===== src/rtl/alu_arbiter_if.sv =====
// Requester and ALU-side bus of alu_arbiter.
// slave = arbiter view, master = environment view (requesters plus the ALU itself).
interface alu_arbiter_if #(
  parameter int W     = 32,
  parameter int N_REQ = 2
);
  // Handshake: a request transfers on the edge where req_valid[i] && req_ready[i].
  // A response transfers on the edge where rsp_valid[i] && rsp_ready[i]. Valid never waits on ready.
  logic [N_REQ-1:0]   req_valid;
  logic [N_REQ-1:0]   req_ready;
  logic [N_REQ*W-1:0] req_a;
  logic [N_REQ*W-1:0] req_b;
  logic [N_REQ*3-1:0] req_ctrl;
  logic [N_REQ-1:0]   rsp_valid;
  logic [N_REQ-1:0]   rsp_ready;
  logic [W-1:0]       rsp_result;
  logic               rsp_comp;
  logic               rsp_cero;
  logic [W-1:0]       alu_a;
  logic [W-1:0]       alu_b;
  logic [2:0]         alu_control;
  logic [W-1:0]       alu_result;
  logic               alu_comp;
  logic               alu_cero;
  logic               busy;

  modport slave (
    input  req_valid, req_a, req_b, req_ctrl, rsp_ready, alu_result, alu_comp, alu_cero,
    output req_ready, rsp_valid, rsp_result, rsp_comp, rsp_cero, alu_a, alu_b, alu_control, busy
  );

  modport master (
    output req_valid, req_a, req_b, req_ctrl, rsp_ready, alu_result, alu_comp, alu_cero,
    input  req_ready, rsp_valid, rsp_result, rsp_comp, rsp_cero, alu_a, alu_b, alu_control, busy
  );
endinterface


===== src/rtl/alu_arbiter.sv =====
// Shares one combinational ALU between N_REQ requesters, one transaction in flight.
// Define ALU_ARB_RR_EN for round-robin arbitration; otherwise fixed priority (lowest index wins).
module alu_arbiter #(
  parameter int W     = 32,
  parameter int N_REQ = 2
) (
  input  logic          clk,
  input  logic          rst,
  alu_arbiter_if.slave  bus,
  output logic [1:0]    dbg_state_o
);
  localparam int GW = (N_REQ > 1) ? $clog2(N_REQ) : 1;

  typedef enum logic [1:0] {
    IDLE = 2'd0,
    EXEC = 2'd1,
    RESP = 2'd2
  } state_t;

  state_t           state_q;
  logic [GW-1:0]    grant_q;
  logic [W-1:0]     alu_a_q;
  logic [W-1:0]     alu_b_q;
  logic [2:0]       alu_ctrl_q;
  logic [W-1:0]     result_q;
  logic             comp_q;
  logic             cero_q;
  logic             busy_q;
  logic [N_REQ-1:0] rsp_valid_q;
  logic [GW-1:0]    win;
  logic [GW-1:0]    cand;
`ifdef ALU_ARB_RR_EN
  logic [GW-1:0]    ptr_q;
`endif

  // Scan from the highest candidate down so the first one in search order is kept.
  always_comb begin
    win  = '0;
    cand = '0;
    for (int k = N_REQ - 1; k >= 0; k--) begin
`ifdef ALU_ARB_RR_EN
      cand = GW'((int'(ptr_q) + k) % N_REQ);
`else
      cand = GW'(k);
`endif
      if (bus.req_valid[cand]) win = cand;
    end
  end

  assign bus.req_ready = (!rst && state_q == IDLE && |bus.req_valid)
                         ? (N_REQ'(1) << win) : '0;

  always_ff @(posedge clk) begin
    if (rst) begin
      state_q     <= IDLE;
      grant_q     <= '0;
      alu_a_q     <= '0;
      alu_b_q     <= '0;
      alu_ctrl_q  <= '0;
      result_q    <= '0;
      comp_q      <= 1'b0;
      cero_q      <= 1'b0;
      busy_q      <= 1'b0;
      rsp_valid_q <= '0;
`ifdef ALU_ARB_RR_EN
      ptr_q       <= '0;
`endif
    end else begin
      case (state_q)
        IDLE: begin
          if (|bus.req_valid) begin
            grant_q    <= win;
            alu_a_q    <= bus.req_a[win*W +: W];
            alu_b_q    <= bus.req_b[win*W +: W];
            alu_ctrl_q <= bus.req_ctrl[win*3 +: 3];
            busy_q     <= 1'b1;
            state_q    <= EXEC;
          end
        end
        EXEC: begin
          result_q    <= bus.alu_result;
          cero_q      <= bus.alu_cero;
          // The ALU only drives comp for the two compare codes.
          comp_q      <= (alu_ctrl_q == 3'b011 || alu_ctrl_q == 3'b100) ? bus.alu_comp : 1'b0;
          rsp_valid_q <= N_REQ'(1) << grant_q;
          alu_a_q     <= '0;
          alu_b_q     <= '0;
          alu_ctrl_q  <= '0;
          state_q     <= RESP;
        end
        RESP: begin
          if (bus.rsp_ready[grant_q]) begin
            rsp_valid_q <= '0;
            busy_q      <= 1'b0;
            state_q     <= IDLE;
`ifdef ALU_ARB_RR_EN
            ptr_q       <= (grant_q == GW'(N_REQ - 1)) ? '0 : grant_q + 1'b1;
`endif
          end
        end
        default: state_q <= IDLE;
      endcase
    end
  end

  assign bus.alu_a       = alu_a_q;
  assign bus.alu_b       = alu_b_q;
  assign bus.alu_control = alu_ctrl_q;
  assign bus.rsp_valid   = rsp_valid_q;
  assign bus.rsp_result  = result_q;
  assign bus.rsp_comp    = comp_q;
  assign bus.rsp_cero    = cero_q;
  assign bus.busy        = busy_q;
  assign dbg_state_o     = state_q;
endmodule


===== src/flat_wrapper.sv =====
// flat-port wrapper written by rule: the top's interface ports become plain ports
module alu_arbiter_flat 
#(
  parameter int W     = 32,
  parameter int N_REQ = 2
)
  (clk, rst, dbg_state_o, bus_req_valid, bus_req_a, bus_req_b, bus_req_ctrl, bus_rsp_ready, bus_alu_result, bus_alu_comp, bus_alu_cero, bus_req_ready, bus_rsp_valid, bus_rsp_result, bus_rsp_comp, bus_rsp_cero, bus_alu_a, bus_alu_b, bus_alu_control, bus_busy);
  alu_arbiter_if #(.W(W), .N_REQ(N_REQ)) bus_i ();
  input  logic clk;
  input  logic rst;
  output logic [1:0] dbg_state_o;
  input wire logic [$bits(bus_i.req_valid)-1:0] bus_req_valid;
  input wire logic [$bits(bus_i.req_a)-1:0] bus_req_a;
  input wire logic [$bits(bus_i.req_b)-1:0] bus_req_b;
  input wire logic [$bits(bus_i.req_ctrl)-1:0] bus_req_ctrl;
  input wire logic [$bits(bus_i.rsp_ready)-1:0] bus_rsp_ready;
  input wire logic [$bits(bus_i.alu_result)-1:0] bus_alu_result;
  input wire logic [$bits(bus_i.alu_comp)-1:0] bus_alu_comp;
  input wire logic [$bits(bus_i.alu_cero)-1:0] bus_alu_cero;
  output wire logic [$bits(bus_i.req_ready)-1:0] bus_req_ready;
  output wire logic [$bits(bus_i.rsp_valid)-1:0] bus_rsp_valid;
  output wire logic [$bits(bus_i.rsp_result)-1:0] bus_rsp_result;
  output wire logic [$bits(bus_i.rsp_comp)-1:0] bus_rsp_comp;
  output wire logic [$bits(bus_i.rsp_cero)-1:0] bus_rsp_cero;
  output wire logic [$bits(bus_i.alu_a)-1:0] bus_alu_a;
  output wire logic [$bits(bus_i.alu_b)-1:0] bus_alu_b;
  output wire logic [$bits(bus_i.alu_control)-1:0] bus_alu_control;
  output wire logic [$bits(bus_i.busy)-1:0] bus_busy;
  assign bus_i.req_valid = bus_req_valid;
  assign bus_i.req_a = bus_req_a;
  assign bus_i.req_b = bus_req_b;
  assign bus_i.req_ctrl = bus_req_ctrl;
  assign bus_i.rsp_ready = bus_rsp_ready;
  assign bus_i.alu_result = bus_alu_result;
  assign bus_i.alu_comp = bus_alu_comp;
  assign bus_i.alu_cero = bus_alu_cero;
  assign bus_req_ready = bus_i.req_ready;
  assign bus_rsp_valid = bus_i.rsp_valid;
  assign bus_rsp_result = bus_i.rsp_result;
  assign bus_rsp_comp = bus_i.rsp_comp;
  assign bus_rsp_cero = bus_i.rsp_cero;
  assign bus_alu_a = bus_i.alu_a;
  assign bus_alu_b = bus_i.alu_b;
  assign bus_alu_control = bus_i.alu_control;
  assign bus_busy = bus_i.busy;
  alu_arbiter #(.W(W), .N_REQ(N_REQ)) u_core (.clk(clk), .rst(rst), .bus(bus_i), .dbg_state_o(dbg_state_o));
endmodule

===== config.mk =====
export PLATFORM = sky130hd
export DESIGN_NAME = alu_arbiter_flat
export DESIGN_NICKNAME = d
export VERILOG_FILES = /design/src/rtl/alu_arbiter_if.sv /design/src/rtl/alu_arbiter.sv /design/src/flat_wrapper.sv
export SDC_FILE = /design/constraint.sdc
export NUM_CORES = 1
export LEC_CHECK = 0
export BUFFER_PORTS_ARGS = -buffer_cell sky130_fd_sc_hd__clkbuf_2
export CAP_MARGIN = 30
export CORE_AREA = 3 3 110 112
export DETAILED_ROUTE_END_ITERATION = 10
export DIE_AREA = 0 0 113 115
export PLACE_DENSITY = 0.73
export REMOVE_ABC_BUFFERS = 1
export SYNTH_ARGS = -nofsm -noshare
export SYNTH_HDL_FRONTEND = slang
export SYNTH_SLANG_ARGS = --single-unit

===== constraint.sdc =====
create_clock -name clk -period 1.7 [get_ports clk]
set_input_delay 0.17 -clock clk [delete_from_list [all_inputs] [get_ports clk]]
set_output_delay 0.17 -clock clk [all_outputs]
set_load 0.005 [all_outputs]

==> flow_metrics.env, run 1 <==
export IMPL_regToRegEndpoint="u_core.bus.alu_b[25]"
export IMPL_netSwitchingPower_mw=1.52
export IMPL_grt_usage=0.188
export IMPL_num_fill_cells=1080
export IMPL_comb_power_share=0.169
export IMPL_worst_hold_path_num_cells=3
export IMPL_wire_length_of_the_first_global_routing_pass_mm=19.8
export IMPL_first_global_vias=4006
export IMPL_root_buffer="sky130_fd_sc_hd__clkbuf_16"
export IMPL_ioPinCount=282
export IMPL_reg2reg_slack_ps=180
export IMPL_post_synth_num_cell_types=24
export IMPL_timing_critical_path_arrival_ps=1420
export IMPL_final_instance_count_excl_fill=823
export IMPL_run_status="finished clean"
export IMPL_core_rowCount=39
export IMPL_die_area_um2=13000
export IMPL_start_util=0.357
export IMPL_antenna_found_initial=1
export IMPL_cellPowerDensity_nw_per_um2=970
export IMPL_timing_clock_skew_ps=3.72
export IMPL_critical_path_peak_fanout=8
export IMPL_clock_path_buffers=2
export IMPL_die_y_um=115
export IMPL_synth_area_um2=4040
export IMPL_flow_area_growth_from_synthesis_pct=44.9
export IMPL_core_area_um2=11300
export IMPL_drv_slew=0
export IMPL_reg2reg_from="u_core.dbg_state_o[0]"
export IMPL_power_switching_share=0.267
export IMPL_firstDrtPassIters=4
export IMPL_postSynthCellCount=415
export IMPL_max_cap_violations=0
export IMPL_cts_clk_slew_worst_paths_ps=70
export IMPL_yosys_area_top_type_share=0.530
export IMPL_number_of_remaining_drc_errors=0
export IMPL_yosys_register_bits=107
export IMPL_cp_end_kind="output port"
export IMPL_gpl_final_weighted_congestion=0.825
export IMPL_maxSlewHeadroom=0.710
export IMPL_yosysSeqAreaShare=0.530
export IMPL_grt_max_degree=71
export IMPL_cts_buffers=9
export IMPL_finalWorstPathRequiredPeriod_ps=1590
export IMPL_synth_warning_count=0
export IMPL_placed_cells_incl_taps=805
export IMPL_power_ir_vdd_worst_mv=0.524
export IMPL_cts_max_level=3
export IMPL_clkPwrFrac=0.334
export IMPL_cell_internal_power_dissipation_mw=4.16
export IMPL_avgSynthCellArea_um2=9.74
export IMPL_timing_setup_critical_path_class="flip-flop to output port"
export IMPL_finalSetupViolCount=0
export IMPL_total_power_mw=5.68
export IMPL_synth_top_cells_by_area="sky130_fd_sc_hd__dfxtp_1 53%, sky130_fd_sc_hd__o2bb2ai_1 15%, sky130_fd_sc_hd__a22oi_1 12%, sky130_fd_sc_hd__nand2_1 6.2%, sky130_fd_sc_hd__a21oi_1 4.5%"
export IMPL_cts_tree="yes"
export IMPL_nets=849
export IMPL_chipWidth_um=113
export IMPL_clock_sinks=107
export IMPL_worst_pin_slew_ps=436
export IMPL_diodes=0
export IMPL_clock_latency_ps=340
export IMPL_drtIter0Drc=261
export IMPL_route_antenna_remaining_nets=0
export IMPL_hp_class="primary input to flip-flop"
export IMPL_port_buffer_count=281
export IMPL_min_from="bus_alu_result[0]"
export IMPL_timing_reg2reg_worst_path_depth=4
export IMPL_worstPathRequired_ps=1530
export IMPL_route_detailed_vias_per_inst=5.10
export IMPL_routed_wirelength_mm=12.9
export IMPL_fin_crit_sh=0.935
export IMPL_wl_per_cell_um=15.7
export IMPL_remaining_global_route_overflow=0
export IMPL_routed_via_count=4194
export IMPL_power_sequential_fraction=0.497
export IMPL_startpoint_type="flip-flop"
export IMPL_whs_endpoint="u_core.bus.rsp_result[0]"
export IMPL_timing_fmax_ghz=0.629
export IMPL_rsz0062_at_grt="no"
export IMPL_fin_hold_ws_ps=45.8
export IMPL_final_layout_size_suffix_gt1_frac=0.459
export IMPL_power_leakage_nw=2.68
export IMPL_finalHoldViolCount=0
export IMPL_synth_area_leader_cell="sky130_fd_sc_hd__dfxtp_1"
export IMPL_place_hpwl_mm=9.83
-- flip-flops by register name, summed over array words and instances (netlist names) --
signal                  flops
u_core.bus.busy             1
u_core.bus.rsp_comp         1
u_core.bus.rsp_result      32
u_core.bus.alu_b           32
u_core.bus.rsp_valid        2
u_core.dbg_state_o          2
u_core.bus.alu_a           32
u_core.bus.rsp_cero         1
u_core.grant_q              1
u_core.bus.alu_control      3
-- worst max path at each step --
stage | to | start | slack, ps | depth (start not counted)
after floorplan | bus_req_ready[1] | bus_req_valid[0] | -1150 | 2
after global placement | u_core.bus.alu_a[1] | u_core.dbg_state_o[1] | 260 | 3
after detailed placement | u_core.bus.alu_a[18] | u_core.dbg_state_o[1] | 170 | 3
after CTS | bus_req_ready[0] | u_core.dbg_state_o[1] | 40 | 3
after global routing | bus_req_ready[1] | u_core.dbg_state_o[0] | 40 | 3
final | bus_req_ready[1] | u_core.dbg_state_o[0] | 110 | 3
-- repair_timing --
action	CTS	global route
pin swaps	0	1
hold buffers	0	0
setup endpoints to repair	2	2
setup buffers	0	2
resized for setup	1	0
-- power groups by stage --
stage	logic (mW)	clock network, mW	registers [mW]
floorplan	0.351	0	2.87
global placement	0.926	0	2.87
detailed placement	0.959	0	2.87
CTS	0.961	1.96	2.82
global route	1.07	2.05	2.84
finish	0.959	1.90	2.82
-- through the flow --
stage               instance area (um2)   util  setup slack, ps  setup TNS [ps]
floorplan                          3830      -            -1150          -86740
global placement                   5560  0.491              256               0
detailed placement                 5560  0.491              167               0
CTS                                5840  0.516             41.5               0
global route                       5850  0.517             36.4               0
finish                             5850  0.517              110               0
-- cells by family (layout without fill, tap and decap cells) --
family | count (synthesis) | after routing | synth area share
buffers and inverters | 47 | 312 | 0.0536
AO/OA/AOI/OAI | 176 | 176 | 0.326
multiplexers | 1 | 1 | 0.00248
flip-flops | 107 | 107 | 0.530
AND/OR/NAND/NOR | 84 | 84 | 0.0880
-- final cells by class --
cell class                 instances  area, um2  area share
inverter                           3       11.3     0.00192
clock buffer                      10        229      0.0391
clock inverter                     6       41.3     0.00705
multi-input combinational        261       1700       0.291
tap                              143        179      0.0306
sequential                       107       2140       0.366
timing repair buffer             293       1550       0.264
-- metal layers --
layer,global-route usage,vias to the layer above,wire length (um),share of wire
met3,0.0568,16,1160,0.090
met2,0.317,202,6270,0.48
li1,-,2070,-,-
met1,0.227,1904,5320,0.41
met5,0,-,13,0.0010
met4,0.0697,2,176,0.014
-- synth_stat cells --
cell type,number
sky130_fd_sc_hd__nor3_1,1
sky130_fd_sc_hd__nor2_1,4
sky130_fd_sc_hd__nor2b_1,3
sky130_fd_sc_hd__nand3b_1,4
sky130_fd_sc_hd__a22oi_1,67
sky130_fd_sc_hd__dfxtp_1,107
sky130_fd_sc_hd__buf_1,2
sky130_fd_sc_hd__clkbuf_1,30
sky130_fd_sc_hd__nor3b_1,1
sky130_fd_sc_hd__mux2i_1,1
sky130_fd_sc_hd__a21oi_2,1
sky130_fd_sc_hd__and3b_1,1
sky130_fd_sc_hd__nand2_1,67
sky130_fd_sc_hd__buf_2,8
sky130_fd_sc_hd__buf_6,4
sky130_fd_sc_hd__or3_1,2
sky130_fd_sc_hd__o2bb2ai_1,67
sky130_fd_sc_hd__inv_1,3
sky130_fd_sc_hd__o211ai_1,1
sky130_fd_sc_hd__o32ai_1,2
sky130_fd_sc_hd__a211oi_1,1
sky130_fd_sc_hd__nand2b_1,1
sky130_fd_sc_hd__a21oi_1,36
sky130_fd_sc_hd__o21ai_0,1
-- cell usage in the layout (no fill, tap or decap), types with 2 or more instances in the layout --
master                       count
sky130_fd_sc_hd__nor2_1          4
sky130_fd_sc_hd__buf_12          4
sky130_fd_sc_hd__clkinv_2        2
sky130_fd_sc_hd__o32ai_1         2
sky130_fd_sc_hd__nand3b_1        4
sky130_fd_sc_hd__dfxtp_1       107
sky130_fd_sc_hd__a22oi_1        67
sky130_fd_sc_hd__clkinvlp_4      3
sky130_fd_sc_hd__inv_1           3
sky130_fd_sc_hd__o2bb2ai_1      67
sky130_fd_sc_hd__a21oi_1        36
sky130_fd_sc_hd__clkbuf_2      281
sky130_fd_sc_hd__clkbuf_16       9
sky130_fd_sc_hd__buf_4           8
sky130_fd_sc_hd__nand2_1        67
-- worst max-delay path, stage by stage, from the launching register on --
cell and delay (ps):
sky130_fd_sc_hd__dfxtp_1 380, sky130_fd_sc_hd__or3_4 460, sky130_fd_sc_hd__nor2b_1 120, sky130_fd_sc_hd__clkbuf_2 110
Power figures use the tool's default switching activity.
==> run 2, diff against run 1 <==
--- a/config.mk
+++ b/config.mk
@@ -8,9 +8,10 @@
 export BUFFER_PORTS_ARGS = -buffer_cell sky130_fd_sc_hd__clkbuf_2
 export CAP_MARGIN = 30
 export CORE_AREA = 3 3 110 112
+export CTS_BUF_LIST = sky130_fd_sc_hd__clkbuf_16
 export DETAILED_ROUTE_END_ITERATION = 10
 export DIE_AREA = 0 0 113 115
-export PLACE_DENSITY = 0.73
+export PLACE_DENSITY = 0.72
 export REMOVE_ABC_BUFFERS = 1
 export SYNTH_ARGS = -nofsm -noshare
 export SYNTH_HDL_FRONTEND = slang
==> run 2 against run 1 <==
Net effect:
- worst setup slack lost 43 ps
- global-route usage is 0.46 points higher
- fmax fell by 2.7%
- cell count grew 0.97%
- cell area increased by 2.0%
- critical path depth increased by 1
- critical endpoint unchanged
- first-iteration DRC count up 13%
- highest routed layer is now met4
- clock-buffer cell count is 1 lower
- clock skew is 2.0 ps higher
- register-to-register slack better by 60 ps
==> flow_metrics.env, run 2 (same netlist as run 1, synthesis figures left out) <==
export IMPL_run_status="finished clean"
export IMPL_firstDrtPassIters=4
export IMPL_die_y_um=115
export IMPL_grt_max_degree=63
export IMPL_antenna_found_initial=0
export IMPL_total_power_mw=5.87
export IMPL_clock_path_buffers=2
export IMPL_cellPowerDensity_nw_per_um2=983
export IMPL_regToRegEndpoint="u_core.bus.alu_a[23]"
export IMPL_worst_pin_slew_ps=598
export IMPL_port_buffer_count=281
export IMPL_finalSetupTns_ps=0
export IMPL_sequential_cell_area_um2=2140
export IMPL_place_hpwl_mm=10.0
export IMPL_root_buffer="sky130_fd_sc_hd__clkbuf_16"
export IMPL_drtIter0Drc=295
export IMPL_layout_commonest_cell="sky130_fd_sc_hd__clkbuf_2"
export IMPL_number_of_remaining_drc_errors=0
export IMPL_wl_per_cell_um=16.1
export IMPL_final_core_util=0.527
export IMPL_finalWorstPathRequiredPeriod_ps=1630
export IMPL_grt_usage=0.192
export IMPL_reg2reg_slack_ps=240
export IMPL_critical_path_slowest_cell="sky130_fd_sc_hd__or3_4"
export IMPL_ioPinCount=282
export IMPL_timing_critical_path_arrival_ps=1460
export IMPL_cts_clk_slew_worst_paths_ps=70
export IMPL_power_ir_vdd_worst_mv=0.487
export IMPL_die_area_um2=13000
export IMPL_first_global_vias=4038
export IMPL_finalHoldViolCount=0
export IMPL_layout_setup_ws_ps=66.4
export IMPL_layout_cells_most_common_list="281 x sky130_fd_sc_hd__clkbuf_2, 105 x sky130_fd_sc_hd__dfxtp_1, 67 x sky130_fd_sc_hd__a22oi_1, 67 x sky130_fd_sc_hd__o2bb2ai_1, 67 x sky130_fd_sc_hd__nand2_1"
export IMPL_cp_end_kind="output port"
export IMPL_final_layout_size_suffix_gt1_frac=0.469
export IMPL_route_antenna_remaining_nets=0
export IMPL_max_cap_violations=0
export IMPL_routed_wirelength_mm=13.4
export IMPL_remaining_global_route_overflow=0
export IMPL_pre_cts_slack_ps=204
export IMPL_gpl_final_weighted_congestion=0.860
export IMPL_critical_path_cell_chain="or3_4, buf_4, nor2b_2, clkbuf_2"
export IMPL_core_area_um2=11300
export IMPL_cts_buffers=9
export IMPL_startpoint_type="flip-flop"
export IMPL_reg2reg_from="u_core.dbg_state_o[0]"
export IMPL_clock_latency_ps=340
export IMPL_hp_class="primary input to flip-flop"
export IMPL_fin_crit_sh=0.961
export IMPL_clock_sinks=107
export IMPL_critical_path_peak_fanout=8
export IMPL_cts_max_level=3
export IMPL_num_fill_cells=1051
export IMPL_power_leakage_nw=2.75
export IMPL_flow_area_growth_from_synthesis_pct=47.7
export IMPL_rsz0062_at_grt="no"
export IMPL_maximum_single_stage_delay_on_the_critical_path_ps=400
export IMPL_min_from="bus_alu_result[12]"
export IMPL_multi_input_comb_area_um2=1710
export IMPL_route_detailed_vias_per_inst=5.12
export IMPL_diodes=0
export IMPL_worstPathRequired_ps=1530
export IMPL_timing_clock_skew_ps=5.75
export IMPL_drv_slew=0
export IMPL_finalSetupViolCount=0
export IMPL_cts_tree="yes"
export IMPL_start_util=0.357
export IMPL_worst_hold_path_num_cells=3
export IMPL_wire_length_of_the_first_global_routing_pass_mm=20.0
export IMPL_routed_via_count=4253
export IMPL_whs_endpoint="u_core.bus.rsp_result[12]"
export IMPL_timing_setup_critical_path_class="flip-flop to output port"
export IMPL_nets=857
export IMPL_timing_reg2reg_worst_path_depth=4
export IMPL_timing_fmax_ghz=0.612
export IMPL_core_rowCount=39
export IMPL_chipWidth_um=113
export IMPL_maxSlewHeadroom=0.601
-- run 2: per-stage QoR --
step / hold slack (ps) / instance area (um2) / cells
2_1_floorplan: 239 / 3830 / 371
3_3_place_gp: 398 / 5600 / 810
3_5_place_dp: 407 / 5600 / 810
4_1_cts: 41.5 / 5940 / 828
5_1_grt: 52.5 / 5970 / 831
6_report: 60.0 / 5970 / 831
-- run 2: worst max path at each step --
stage                               start                to  slack, ps
global route        u_core.dbg_state_o[0]  bus_req_ready[0]         10
finish              u_core.dbg_state_o[0]  bus_req_ready[1]         70
CTS                 u_core.dbg_state_o[0]  bus_req_ready[1]          8
detailed placement  u_core.dbg_state_o[1]  bus_req_ready[0]        200
floorplan                bus_req_valid[0]  bus_req_ready[1]      -1150
global placement    u_core.dbg_state_o[1]  bus_req_ready[0]        210
-- run 2: cell type report --
class / count / share of cell area
Sequential cell: 107 / 0.359
Clock buffer: 9 / 0.0377
Multi-Input combinational cell: 261 / 0.286
Timing Repair Buffer: 301 / 0.273
Inverter: 3 / 0.00189
Tap cell: 143 / 0.0300
Clock inverter: 7 / 0.0117
-- run 2: timing repair --
action / 4_1_cts / 5_1_grt
setup endpoints to repair: 2 / 2
buffers inserted: 1 / 3
endpoints found under the hold margin: 0 / 0
gates resized for setup: 3 / 1
hold buffers: 0 / 0
pin swaps: 1 / 0
cloned: 1 / 0
-- run 2: report_power, final --
part           total [mW]  switching [mW]  internal, mW
Combinational        1.01           0.507         0.506
Clock                2.03           0.894          1.14
Sequential           2.82           0.120          2.70
Total                5.87            1.52          4.34
-- run 2: layer usage --
metal,wire (um),GRT usage,vias up
li1,-,-,2082
met1,5430,0.236,1941
met2,6560,0.333,214
met3,1110,0.0389,16
met4,257,0.0729,0
met5,0,0,-
-- run 2: worst max-delay path, delay by kind of cell (launching register included) --
kind	cells	cell delay, ps
and+or+nand+nor	2	510
buffers and inverters	2	270
DFF	1	350
